==> src/rtl/sync_pkg.sv <==
// Shared definitions for the sync detector: line-state encodings, FSM states
// and the expected-symbol function for the K,J...K,K sync pattern.
package sync_pkg;

  // {k,j} line-state encodings
  localparam logic [1:0] SYM_K   = 2'b10;
  localparam logic [1:0] SYM_J   = 2'b01;
  localparam logic [1:0] SYM_SE0 = 2'b00;
  localparam logic [1:0] SYM_INV = 2'b11;

  typedef enum logic [1:0] {
    HUNT   = 2'd0,
    MATCH  = 2'd1,
    SYNCED = 2'd2
  } state_e;

  // Symbol expected at pattern index p: K,J pairs first, then the closing K,K.
  function automatic logic [1:0] exp_sym(input int p, input int pairs);
    if (p >= 2 * pairs) return SYM_K;
    return (p % 2 == 0) ? SYM_K : SYM_J;
  endfunction

endpackage

==> src/rtl/sync_err_counter.sv <==
// Saturating event counter for sync errors; cleared only by reset.
module sync_err_counter #(
  parameter int CNT_W = 4
) (
  input  logic             clk,
  input  logic             rst,
  input  logic             inc_i,
  output logic [CNT_W-1:0] cnt_o
);

  logic [CNT_W-1:0] cnt_q;

  // Count error pulses, sticking at all-ones.
  always_ff @(posedge clk) begin
    if (rst)                       cnt_q <= '0;
    else if (inc_i && ~&cnt_q)     cnt_q <= cnt_q + CNT_W'(1);
  end

  assign cnt_o = cnt_q;

endmodule

==> src/rtl/sync_detector_param.sv <==
// Parametrised line synchroniser: hunts for SYNC_PAIRS x (K,J) then K,K,
// holds lock until an SE0 run of EOP_LEN or an invalid line state.
// Optional build macro SYNC_ERR_CNT_EN adds a saturating sync-error counter
// on err_cnt; without it err_cnt is tied to zero.
module sync_detector_param
  import sync_pkg::*;
#(
  parameter int SYNC_PAIRS = 3,
  parameter int EOP_LEN    = 2,
  parameter int CNT_W      = 4
) (
  input  logic             clk,
  input  logic             rst,
  input  logic             k,
  input  logic             j,
  input  logic             rx_en,
  output logic             synced_d,
  output logic             sync_err_d,
  output logic [CNT_W-1:0] err_cnt
);

  localparam int L     = 2 * SYNC_PAIRS + 2;
  localparam int POS_W = $clog2(L + 1);
  localparam int EOP_W = $clog2(EOP_LEN + 1);
  localparam logic [POS_W-1:0] POS_LAST = POS_W'(L - 1);
  localparam logic [EOP_W-1:0] EOP_LAST = EOP_W'(EOP_LEN - 1);

  state_e           state_q, state_d;
  logic [POS_W-1:0] pos_q, pos_d;
  logic [EOP_W-1:0] eop_q, eop_d;
  logic             lock_q, lock_d;
  logic             perr_q, perr_d;
  logic [1:0]       sym;

  assign sym = {k, j};

  // State, position, EOP run and registered outputs.
  always_ff @(posedge clk) begin
    if (rst) begin
      state_q <= HUNT;
      pos_q   <= '0;
      eop_q   <= '0;
      lock_q  <= 1'b0;
      perr_q  <= 1'b0;
    end else begin
      state_q <= state_d;
      pos_q   <= pos_d;
      eop_q   <= eop_d;
      lock_q  <= lock_d;
      perr_q  <= perr_d;
    end
  end

  // Next-state decode; nothing moves unless a symbol is presented.
  always_comb begin
    state_d = state_q;
    pos_d   = pos_q;
    eop_d   = eop_q;
    lock_d  = lock_q;
    perr_d  = 1'b0;
    if (rx_en) begin
      unique case (state_q)
        HUNT: begin
          if (sym == SYM_K) begin
            state_d = MATCH;
            pos_d   = POS_W'(1);
          end
        end
        MATCH: begin
          if (sym == exp_sym(int'(pos_q), SYNC_PAIRS)) begin
            if (pos_q == POS_LAST) begin
              state_d = SYNCED;
              lock_d  = 1'b1;
              pos_d   = '0;
              eop_d   = '0;
            end else begin
              pos_d = pos_q + POS_W'(1);
            end
          end else begin
            perr_d = 1'b1;
            // A stray K can itself start a fresh pattern.
            if (sym == SYM_K) begin
              pos_d = POS_W'(1);
            end else begin
              state_d = HUNT;
              pos_d   = '0;
            end
          end
        end
        SYNCED: begin
          // INV is checked first so it wins over EOP counting.
          if (sym == SYM_INV) begin
            perr_d  = 1'b1;
            state_d = HUNT;
            lock_d  = 1'b0;
            eop_d   = '0;
          end else if (sym == SYM_SE0) begin
            if (eop_q == EOP_LAST) begin
              state_d = HUNT;
              lock_d  = 1'b0;
              eop_d   = '0;
            end else begin
              eop_d = eop_q + EOP_W'(1);
            end
          end else begin
            eop_d = '0;
          end
        end
        default: begin
          state_d = HUNT;
          pos_d   = '0;
          eop_d   = '0;
          lock_d  = 1'b0;
        end
      endcase
    end
  end

  assign synced_d   = lock_q;
  assign sync_err_d = perr_q;

`ifdef SYNC_ERR_CNT_EN
  // Counter steps on the same edge that registers the error pulse.
  sync_err_counter #(.CNT_W(CNT_W)) u_err_cnt (
    .clk   (clk),
    .rst   (rst),
    .inc_i (perr_d),
    .cnt_o (err_cnt)
  );
`else
  assign err_cnt = '0;
`endif

endmodule

==> config.mk <==
export PLATFORM = sky130hd
export DESIGN_NAME = sync_detector_param
export DESIGN_NICKNAME = d
export VERILOG_FILES = /design/src/rtl/sync_pkg.sv /design/src/rtl/sync_err_counter.sv /design/src/rtl/sync_detector_param.sv
export SDC_FILE = /design/constraint.sdc
export NUM_CORES = 1
export LEC_CHECK = 0
export CAP_MARGIN = 40
export CORE_MARGIN = 5
export CORE_UTILIZATION = 46
export DETAILED_ROUTE_END_ITERATION = 10
export GPL_ROUTABILITY_DRIVEN = 0
export PLACE_DENSITY = 0.77
export REMOVE_ABC_BUFFERS = 1
export SLEW_MARGIN = 40
export SYNTH_ARGS = -nofsm -noshare
export SYNTH_HDL_FRONTEND = slang
export SYNTH_SLANG_ARGS = --single-unit
export TNS_END_PERCENT = 20
==> constraint.sdc <==
create_clock -name clk -period 1.75 [get_ports clk]
set_input_delay 0.525 -clock clk [delete_from_list [all_inputs] [get_ports clk]]
set_output_delay 0.525 -clock clk [all_outputs]
set_load 0.01 [all_outputs]
==> results_dict.tcl <==
set metrics [dict create \
    rsz0062_at_grt "yes" \
    syn-cell-area_um2 739 \
    ios 11 \
    syn2layout_area_growth_pct 39.9 \
    port-buffer-count 6 \
    maxCapViolCount 0 \
    r2r-end "state_q[1]$_SDFFE_PP0P_" \
    power_mw 0.571 \
    grt_usage 0.158 \
    fp.dieW_um 50.1 \
    clk_latency_ns 0.28 \
    cp-start-kind "flip-flop" \
    clock_sinks 10 \
    vias 762 \
    r2r_slack_ns -0.002 \
    r2r-start "pos_q[0]$_SDFFE_PP0P_" \
    fmax_mhz 571 \
    crit_required_ns 1.96 \
    dr.first_iter.drc_count 18 \
    grt_max_degree 13 \
    worstSetupEndpointType "flip-flop" \
    fin_ws_ns -0.00238 \
    yosys.cell_types.count 32 \
    mostFrequentLayoutCells "buf_4 (17), nand2_1 (9), dfxtp_1 (8)" \
    hold_path.startpoint "eop_q[1]$_SDFFE_PP0P_" \
    core_area_mm2 0.00152 \
    drc 0 \
    grt_pass1_vias 746 \
    ys_seq_area_frac 0.271 \
    whs_ns 0.471 \
    synth_warnings 0 \
    crit_fanout 4 \
    root_buffer "clkbuf_4" \
    min_path_cells 2 \
    synth_cells 91 \
    path_class "reg2reg" \
    finClkSkew_ns 0.00941 \
    hold_end "eop_q[1]$_SDFFE_PP0P_" \
    layout-drive-gt1-share 0.345 \
    insertedDiodeCount 0 \
    hpwl_um 1340 \
    wl_um 1840 \
    final-hold-violation-count 0 \
    cts_buffer_depth 2 \
    violations "setup timing" \
    fin_crit_sh 1.00 \
    numCtsBuffers 3 \
    min_path_type "reg2reg" \
    cp_data_arrival_time_ns 1.96 \
    finalSetupViolCount 1 \
    antenna_left 0 \
    cts_tree "yes" \
    period_needed_ns 1.75 \
    dr.pass1.iters 4 \
    ff2ff_path_depth 9 \
    die_area_mm2 0.00251 \
    grt_pass1_wl_um 3160 \
    powerDensity_mw_per_mm2 552 \
    fp-row-count 14 \
    routedWlPerCell_um 14.0 \
    peakVddDrop_uv 302 \
    fp.dieH_um 50.1 \
    grt-ovfl-total 0 \
    drv_slew 0 \
    htreeDepth 1 \
    status "finished with violations" \
    antenna_found_initial 0 \
    routed_via_density 5.77 \
    p_leak_nw 0.408 \
    cts.reportedPaths.clkPinSlew_ns 0.08 \
    utilization 0.679 \
    final_nets 131 \
    mostFrequentLayoutCell "buf_4" \
    initial_core_util 0.485 \
    synth_seq_cells 10 \
    synth.avg_cell_area_um2 8.13 \
]
==> registers in the layout, summed over array words and instances (netlist names) <==
name and cells:
synced_d 1, pos_q 4, state_q 2, eop_q 2, sync_err_d 1
==> through the flow <==
step	setup WS [ns]	area (um^2)	cells	setup TNS, ns
CTS	-0.0335	996	131	-0.0335
floorplan	0.0315	713	88	0
global route	-0.0851	1030	132	-0.235
global placement	-0.532	928	128	-4.39
detailed placement	-0.551	928	128	-4.72
finish	-0.00238	1030	132	-0.00238
==> worst max-delay path by stage <==
stage,startpoint,endpoint,slack [ns],cells past startpoint
3_3_place_gp,k,state_q[1]$_SDFFE_PP0P_,-0.53,7
3_5_place_dp,k,state_q[1]$_SDFFE_PP0P_,-0.55,8
5_1_grt,pos_q[0]$_SDFFE_PP0P_,state_q[1]$_SDFFE_PP0P_,-0.09,9
4_1_cts,pos_q[0]$_SDFFE_PP0P_,state_q[1]$_SDFFE_PP0P_,-0.03,9
6_report,pos_q[0]$_SDFFE_PP0P_,state_q[1]$_SDFFE_PP0P_,-0.002,9
2_1_floorplan,pos_q[0]$_SDFFE_PP0P_,state_q[0]$_SDFFE_PP0P_,0.03,7
==> power breakdown <==
group	leakage (nW)	internal, mW	switching [mW]
registers	0.0818	0.233	0.00379
logic	0.312	0.0800	0.0830
clock network	0.0138	0.0798	0.0907
==> cell families (layout without fill, tap and decap cells) <==
group,count (synthesis),after routing,share of synthesized area
AOI/OAI and AO/OA,24,24,0.237
adders and majority gates,8,8,0.135
buffers and inverters,12,34,0.0812
DFF,10,10,0.271
muxes,1,1,0.0135
other,1,4,0.00507
and+or+nand+nor,35,35,0.257
==> per-layer routing <==
| metal | vias up | wire [um] | track usage |
|---|---|---|---|
| met1 | 362 | 843 | 0.214 |
| met2 | 24 | 868 | 0.245 |
| met3 | 4 | 110 | 0.0301 |
| met4 | 0 | 21 | 0.0524 |
| met5 | - | 0 | 0 |
| li1 | 372 | - | - |
==> critical path, stage by stage (launching register included) <==
cell,delay [ns]
dfxtp_2,0.33
inv_2,0.05
ha_4,0.15
o21ai_2,0.12
nand4_1,0.23
buf_4,0.23
buf_6,0.11
a21o_1,0.15
a41o_1,0.21
a21oi_2,0.11
==> cell type report <==
class	count	area, um^2
well taps	16	20.0
repair buffers	25	205
inverters	6	22.5
flip-flops and latches	10	203
fillers	122	489
clock buffers	3	22.5
multi-input cells	72	562
==> synthesized netlist by cell type <==
master / n / share of area
nand4_1: 1 / 0.0085
dfxtp_1: 10 / 0.27
nand3_1: 3 / 0.020
mux2i_1: 1 / 0.014
a21boi_2: 1 / 0.015
nor3_1: 3 / 0.020
and2_1: 1 / 0.0085
or3b_1: 1 / 0.012
a31oi_1: 3 / 0.025
conb_1: 1 / 0.0051
o21ai_0: 1 / 0.0068
a211o_1: 1 / 0.012
nand2b_1: 5 / 0.042
clkbuf_1: 2 / 0.010
inv_1: 6 / 0.030
o21bai_1: 1 / 0.010
nand4b_1: 1 / 0.012
a22oi_1: 2 / 0.020
a211oi_1: 1 / 0.010
ha_1: 8 / 0.14
a21o_1: 3 / 0.030
buf_4: 4 / 0.041
or4bb_1: 1 / 0.015
nand3b_1: 3 / 0.030
nor2_1: 5 / 0.025
o21ai_2: 1 / 0.012
a41o_1: 1 / 0.014
a221oi_1: 1 / 0.012
a311oi_1: 3 / 0.036
nor2b_1: 2 / 0.017
a21oi_1: 5 / 0.034
nand2_1: 9 / 0.046
==> repair_timing <==
item	CTS	global route
setup buffers	0	1
gates cloned	0	0
setup endpoints to repair	10	8
hold endpoints to repair	0	0
hold buffers	0	0
resized for setup	15	10
pin swaps	5	8
Power figures use the tool's default switching activity.
